==> src/rtl/afifo_wr_arbiter_pkg.sv <==
// Shared types and helpers for the async-FIFO write-side arbiter.
package afifo_arb_pkg;

  // Arbiter FSM: IDLE picks an owner, BURST streams that owner's packet.
  typedef enum logic {
    IDLE  = 1'b0,
    BURST = 1'b1
  } arb_state_e;

  // Width of an index into n items; never below one bit.
  function automatic int idx_w(input int n);
    return (n > 1) ? $clog2(n) : 1;
  endfunction

endpackage

==> src/rtl/afifo_wr_arbiter_if.sv <==
// Requester bundle plus FIFO write port and arbiter status.
interface afifo_wr_arbiter_if #(
  parameter int nreq  = 4,
  parameter int dbits = 32
);
  logic [nreq-1:0]                          i_req_valid;
  logic [nreq*dbits-1:0]                    i_req_data;
  logic [nreq-1:0]                          i_req_last;
  logic [nreq-1:0]                          o_req_ready;
  logic                                     i_full;
  logic                                     o_wena;
  logic [dbits:0]                           o_wdata;
  logic [afifo_arb_pkg::idx_w(nreq)-1:0]    o_grant_id;
  logic                                     o_busy;
  logic                                     o_err;

  // Arbiter side.
  modport slave (
    input  i_req_valid, i_req_data, i_req_last, i_full,
    output o_req_ready, o_wena, o_wdata, o_grant_id, o_busy, o_err
  );

  // Requesters / FIFO / observer side.
  modport master (
    output i_req_valid, i_req_data, i_req_last, i_full,
    input  o_req_ready, o_wena, o_wdata, o_grant_id, o_busy, o_err
  );
endinterface

==> src/rtl/afifo_rr_pick.sv <==
// Combinational round-robin picker: first set request at or after ptr_i.
module afifo_rr_pick
  import afifo_arb_pkg::*;
#(
  parameter int nreq = 4
) (
  input  logic [nreq-1:0]          req_i,
  input  logic [idx_w(nreq)-1:0]   ptr_i,
  output logic                     found_o,
  output logic [idx_w(nreq)-1:0]   idx_o
);
  localparam int IW = idx_w(nreq);

  int            j;
  logic [IW-1:0] j_idx;

  // Scan offsets from the far end back so the smallest offset wins last.
  always_comb begin
    // NOTE: every combinational output gets a default first so no path can
    // leave it unassigned and infer a latch.
    found_o = 1'b0;
    idx_o   = '0;
    j       = 0;
    j_idx   = '0;
    for (int i = nreq - 1; i >= 0; i--) begin
      j = int'(ptr_i) + i;
      if (j >= nreq) j = j - nreq;
      j_idx = IW'(j);
      if (req_i[j_idx]) begin
        found_o = 1'b1;
        idx_o   = j_idx;
      end
    end
  end

endmodule

==> src/rtl/afifo_wr_arbiter.sv <==
// Packet-granular round-robin arbiter feeding the write side of an async FIFO.
module afifo_wr_arbiter
  import afifo_arb_pkg::*;
#(
  parameter int nreq       = 4,
  parameter int dbits      = 32,
  parameter int tmo_cycles = 16
) (
  input  logic               i_clk,
  input  logic               i_nrst,
  afifo_wr_arbiter_if.slave  bus
);
  localparam int IW = idx_w(nreq);
  localparam int SW = $clog2(tmo_cycles + 1);

  arb_state_e    state_q, state_d;
  logic [IW-1:0] rr_ptr_q, rr_ptr_d;
  logic [IW-1:0] gid_q, gid_d;
  logic [SW-1:0] stall_q, stall_d;
  logic          err_q, err_d;

  logic             pick_found;
  logic [IW-1:0]    pick_idx;
  logic             own_valid;
  logic             own_last;
  logic [dbits-1:0] own_data;
  logic             beat;
  logic [IW-1:0]    next_ptr;
  logic [nreq-1:0]  ready_vec;

  afifo_rr_pick #(.nreq(nreq)) u_pick (
    .req_i   (bus.i_req_valid),
    .ptr_i   (rr_ptr_q),
    .found_o (pick_found),
    .idx_o   (pick_idx)
  );

  assign own_valid = bus.i_req_valid[gid_q];
  assign own_last  = bus.i_req_last[gid_q];
  assign own_data  = bus.i_req_data[int'(gid_q)*dbits +: dbits];
  assign beat      = (state_q == BURST) && own_valid && !bus.i_full;
  // The requester after the owner gets first look at the next arbitration.
  assign next_ptr  = (gid_q == IW'(nreq - 1)) ? '0 : gid_q + 1'b1;

  // Next-state: arbitration in IDLE, beat / stall / timeout handling in BURST.
  always_comb begin
    state_d  = state_q;
    rr_ptr_d = rr_ptr_q;
    gid_d    = gid_q;
    stall_d  = stall_q;
    err_d    = err_q;
    case (state_q)
      IDLE: begin
        if (pick_found) begin
          gid_d   = pick_idx;
          stall_d = '0;
          state_d = BURST;
        end
      end
      BURST: begin
        if (beat) begin
          stall_d = '0;
          if (own_last) begin
            state_d  = IDLE;
            rr_ptr_d = next_ptr;
          end
        end else if (!own_valid) begin
          // Owner went quiet: give up the FIFO once the budget is spent.
          if (stall_q == SW'(tmo_cycles - 1)) begin
            state_d  = IDLE;
            rr_ptr_d = next_ptr;
            err_d    = 1'b1;
            stall_d  = '0;
          end else begin
            stall_d = stall_q + 1'b1;
          end
        end
        // Valid but FIFO full: hold everything, the stall is not the owner's.
      end
      default: state_d = IDLE;
    endcase
  end

  // All FSM, pointer, counter and flag registers.
  always_ff @(posedge i_clk or negedge i_nrst) begin
    // NOTE: sequential state uses non-blocking assignments so every register
    // samples pre-edge values regardless of statement order.
    if (!i_nrst) begin
      state_q  <= IDLE;
      rr_ptr_q <= '0;
      gid_q    <= '0;
      stall_q  <= '0;
      err_q    <= 1'b0;
    end else begin
      state_q  <= state_d;
      rr_ptr_q <= rr_ptr_d;
      gid_q    <= gid_d;
      stall_q  <= stall_d;
      err_q    <= err_d;
    end
  end

  // One-hot ready at the owner's slot, mirroring the write enable.
  always_comb begin
    ready_vec        = '0;
    ready_vec[gid_q] = beat;
  end

  assign bus.o_req_ready = ready_vec;
  assign bus.o_wena      = beat;
  assign bus.o_wdata     = (state_q == BURST) ? {own_last, own_data} : '0;
  assign bus.o_grant_id  = gid_q;
  assign bus.o_busy      = (state_q == BURST);
  assign bus.o_err       = err_q;

endmodule

==> src/flat_wrapper.sv <==
// flat-port wrapper written by rule: the top's interface ports become plain ports
module afifo_wr_arbiter_flat import afifo_arb_pkg::*;
#(
  parameter int nreq       = 4,
  parameter int dbits      = 32,
  parameter int tmo_cycles = 16
)
  (i_clk, i_nrst, bus_i_req_valid, bus_i_req_data, bus_i_req_last, bus_i_full, bus_o_req_ready, bus_o_wena, bus_o_wdata, bus_o_grant_id, bus_o_busy, bus_o_err);
  afifo_wr_arbiter_if #(.nreq(nreq), .dbits(dbits)) bus_i ();
  input  logic i_clk;
  input  logic i_nrst;
  input wire logic [$bits(bus_i.i_req_valid)-1:0] bus_i_req_valid;
  input wire logic [$bits(bus_i.i_req_data)-1:0] bus_i_req_data;
  input wire logic [$bits(bus_i.i_req_last)-1:0] bus_i_req_last;
  input wire logic [$bits(bus_i.i_full)-1:0] bus_i_full;
  output wire logic [$bits(bus_i.o_req_ready)-1:0] bus_o_req_ready;
  output wire logic [$bits(bus_i.o_wena)-1:0] bus_o_wena;
  output wire logic [$bits(bus_i.o_wdata)-1:0] bus_o_wdata;
  output wire logic [$bits(bus_i.o_grant_id)-1:0] bus_o_grant_id;
  output wire logic [$bits(bus_i.o_busy)-1:0] bus_o_busy;
  output wire logic [$bits(bus_i.o_err)-1:0] bus_o_err;
  assign bus_i.i_req_valid = bus_i_req_valid;
  assign bus_i.i_req_data = bus_i_req_data;
  assign bus_i.i_req_last = bus_i_req_last;
  assign bus_i.i_full = bus_i_full;
  assign bus_o_req_ready = bus_i.o_req_ready;
  assign bus_o_wena = bus_i.o_wena;
  assign bus_o_wdata = bus_i.o_wdata;
  assign bus_o_grant_id = bus_i.o_grant_id;
  assign bus_o_busy = bus_i.o_busy;
  assign bus_o_err = bus_i.o_err;
  afifo_wr_arbiter #(.nreq(nreq), .dbits(dbits), .tmo_cycles(tmo_cycles)) u_core (.i_clk(i_clk), .i_nrst(i_nrst), .bus(bus_i));
endmodule
==> config.mk <==
export PLATFORM = sky130hd
export DESIGN_NAME = afifo_wr_arbiter_flat
export DESIGN_NICKNAME = d
export VERILOG_FILES = /design/src/rtl/afifo_wr_arbiter_pkg.sv /design/src/rtl/afifo_wr_arbiter_if.sv /design/src/rtl/afifo_rr_pick.sv /design/src/rtl/afifo_wr_arbiter.sv /design/src/flat_wrapper.sv
export SDC_FILE = /design/constraint.sdc
export NUM_CORES = 1
export LEC_CHECK = 0
export BUFFER_PORTS_ARGS = -buffer_cell sky130_fd_sc_hd__buf_2
export CORE_MARGIN = 1
export CORE_UTILIZATION = 35
export CTS_BUF_LIST = sky130_fd_sc_hd__clkbuf_2
export CTS_CLUSTER_DIAMETER = 200
export DETAILED_ROUTE_END_ITERATION = 16
export PLACE_DENSITY = 0.76
export SLEW_MARGIN = 5
export SYNTH_ARGS = -nofsm -noshare
export SYNTH_HDL_FRONTEND = slang
export SYNTH_SLANG_ARGS = --single-unit
==> constraint.sdc <==
create_clock -name i_clk -period 2.95 [get_ports i_clk]
set_input_delay 0.4425 -clock i_clk [delete_from_list [all_inputs] [get_ports i_clk]]
set_output_delay 0.4425 -clock i_clk [all_outputs]
set_load 0.01 [all_outputs]
==> results.sh <==
export IMPL_synth_seq_cells=11
export IMPL_ys_warn_count=0
export IMPL_grt_max_degree=39
export IMPL_power_switching_mw=1.02
export IMPL_insertion_delay_ps=270
export IMPL_cp_required_ps=2510
export IMPL_timing_fmax_mhz=413
export IMPL_dp_hpwl_um=5710
export IMPL_synth_top_area_share=0.405
export IMPL_end_kind="primary output"
export IMPL_synthesis_area_um2=1830
export IMPL_die_area_um2=5530
export IMPL_critical_path_class="reg2out"
export IMPL_row_count=25
export IMPL_antenna_found_initial=0
export IMPL_cts_sinks=11
export IMPL_worstPathMaxFanout=15
export IMPL_ir_worst_vdd_mv=0.526
export IMPL_post_cts_resized=0
export IMPL_setup_viol=0
export IMPL_cpPeakStageDelay_ps=530
export IMPL_p_int_mw=1.20
export IMPL_via_per_inst=5.27
export IMPL_power_frac_comb=0.828
export IMPL_grt_pass1_wl_um=10000
export IMPL_skew_ps=2.16
export IMPL_finalNonFillerCells=409
export IMPL_cts_max_level=1
export IMPL_tightest_slew_ps=496
export IMPL_p_seq_frac=0.131
export IMPL_finalCritPeriodShare=0.821
export IMPL_chipWidth_um=74.4
export IMPL_async_flop_share=1.00
export IMPL_cts_tree="yes"
export IMPL_port_buffers=180
export IMPL_start_util=0.376
export IMPL_syn_inst=169
export IMPL_wl_per_cell_um=16.8
export IMPL_drt_first_iter_violations=79
export IMPL_drive_gt1_frac=0.667
export IMPL_ant_nets=0
export IMPL_ys_top_cells_by_area="mux4_2 (41%), dfrtp_1 (15%), and2_1 (12%)"
export IMPL_power_frac_clock=0.041
export IMPL_ys_seq_area_frac=0.150
export IMPL_ios=181
export IMPL_crit_slowest_cell="mux4_2"
export IMPL_worstPathArrival_ps=1980
export IMPL_syn_avg_cell_area_um2=10.8
export IMPL_tns_ps=0
export IMPL_cts_root_buf="clkbuf_2"
export IMPL_layout_common_cells="buf_2 (180), and2_1 (36), mux4_2 (33)"
export IMPL_max_cap_viol_count=0
export IMPL_path_cells="mux4_2 > inv_2 > nor3b_2 > and2_1 > buf_2"
export IMPL_syn_nets=313
export IMPL_dr_pass1_iters=4
export IMPL_grt_pass1_vias=2089
export IMPL_min_path_type="in2async"
export IMPL_synth_lib_cells_used_distinct=43
export IMPL_cts_made_buffers=3
export IMPL_n_antenna_cell=0
export IMPL_layout_commonest_cell="buf_2"
export IMPL_hold_viol=0
export IMPL_clk_pin_slew_ps=110
export IMPL_ctsHoldBuffers=0
export IMPL_cts_setup_buffers=0
export IMPL_die_height_um=74.4
export IMPL_dp_cells=405
export IMPL_drv_slew=0
export IMPL_sw_frac_of_total=0.458
export IMPL_vias=2155
export IMPL_area_growth_pct=52.3
export IMPL_nets=487
export IMPL_leakage_nw=1.41
export IMPL_synth_edf_count=0
export IMPL_status="complete, no violations"
export IMPL_power_density_nw_per_um2=796
export IMPL_fillerInstances=464
export IMPL_place_gp_congestion=0.784
export IMPL_gr_total_overflow=0
export IMPL_cts_max_path_buffers=2
export IMPL_drc=0
export IMPL_wl_um=6890
export IMPL_power_mw=2.22
export IMPL_slew_headroom=0.670
export IMPL_cp_start_kind="register"
export IMPL_yosysTopAreaCell="mux4_2"
export IMPL_synth_ff_type="dfrtp_1"
export IMPL_groute_usage_overall=0.239
export IMPL_rsz0062_at_grt="false"
export IMPL_fin_util=0.572
export IMPL_period_minus_slack_ps=2420
export IMPL_core_area_um2=4880
per-stage QoR:
step                worst slack, ps  cell area, um2  hold WS (ps)
finish                          527            2790          18.5
global route                    405            2790          25.3
CTS                             535            2790          25.6
detailed placement              739            2770           329
global placement                780            2770           328
floorplan                       870            1830           147
worst max-delay path: cells and delay by family, from the launching register on:
kind | cells | cell delay [ps]
buf+inv | 2 | 270
flops | 1 | 450
mux | 1 | 530
simple gates | 2 | 470
cell type report:
cell class              count  area [um2]  area share
inverters                   5        18.8     0.00672
repair buffers            184         931       0.333
multi-input cells         138        1460       0.524
clock buffers               4        20.0     0.00717
well taps                  67        83.8      0.0300
flip-flops and latches     11         277      0.0991
synth_stat cells (2+ instances only):
master and n:
mux2_2 2, ha_1 5, o21ai_0 4, nor3_1 2
mux2i_1 2, nand3_1 6, inv_1 4, a21oi_1 5
buf_2 2, dfrtp_1 11, nor2b_1 3, mux4_2 33
nor3b_1 2, and2_1 36, o2bb2ai_1 2, nand2_1 7
a22o_1 2, buf_4 3, nand4b_1 2, a21o_1 2
clkbuf_1 8, nor2_1 4, a311oi_1 2
flip-flops by register name (all words and copies together) (netlist names):
name	count
u_core.bus.o_grant_id	2
u_core.bus.o_err	1
u_core.rr_ptr_q	2
u_core.bus.o_busy	1
u_core.stall_q	5
path summary, 6_finish.rpt:
kind                                           from  cells past startpoint                       end  slack, ps
max in group asynchronous                    i_nrst                      1  u_core.bus.o_grant_id[0]       2720
setup reg to reg           u_core.bus.o_grant_id[1]                      7        u_core.rr_ptr_q[1]       1010
hold reg to reg                    u_core.bus.o_err                      1          u_core.bus.o_err        500
setup / recovery           u_core.bus.o_grant_id[0]                      5        bus_o_req_ready[2]        530
min in group i_clk                 u_core.bus.o_err                      1          u_core.bus.o_err        500
hold / removal                               i_nrst                      1  u_core.bus.o_grant_id[0]         20
kinds of logic after synthesis:
| group | Yosys count | share of synthesized area |
|---|---|---|
| multiplexers | 37 | 0.429 |
| buffers and inverters | 20 | 0.0526 |
| AND/OR/NAND/NOR | 69 | 0.227 |
| adder cells (fa/ha/maj) | 5 | 0.0341 |
| flip-flops | 11 | 0.150 |
| AO/OA/AOI/OAI | 27 | 0.108 |
per-layer routing:
layer,global-route usage,share of wire,wire length (um),vias up
met1,0.286,0.38,2610,1026
met5,0,0,0,-
met3,0.0474,0.082,563,15
li1,-,-,-,1011
met2,0.428,0.52,3600,103
met4,0.0776,0.017,118,0
power by group through the flow:
stage	Combinational (mW)	Clock, mW	Sequential [mW]
3_3_place_gp	1.82	0	0.289
5_1_grt	2.02	0.0994	0.299
4_1_cts	1.85	0.0923	0.290
6_report	1.84	0.0900	0.292
2_1_floorplan	1.33	0	0.258
3_5_place_dp	1.85	0	0.293
Note: power is estimated with default switching activity, not from simulation.
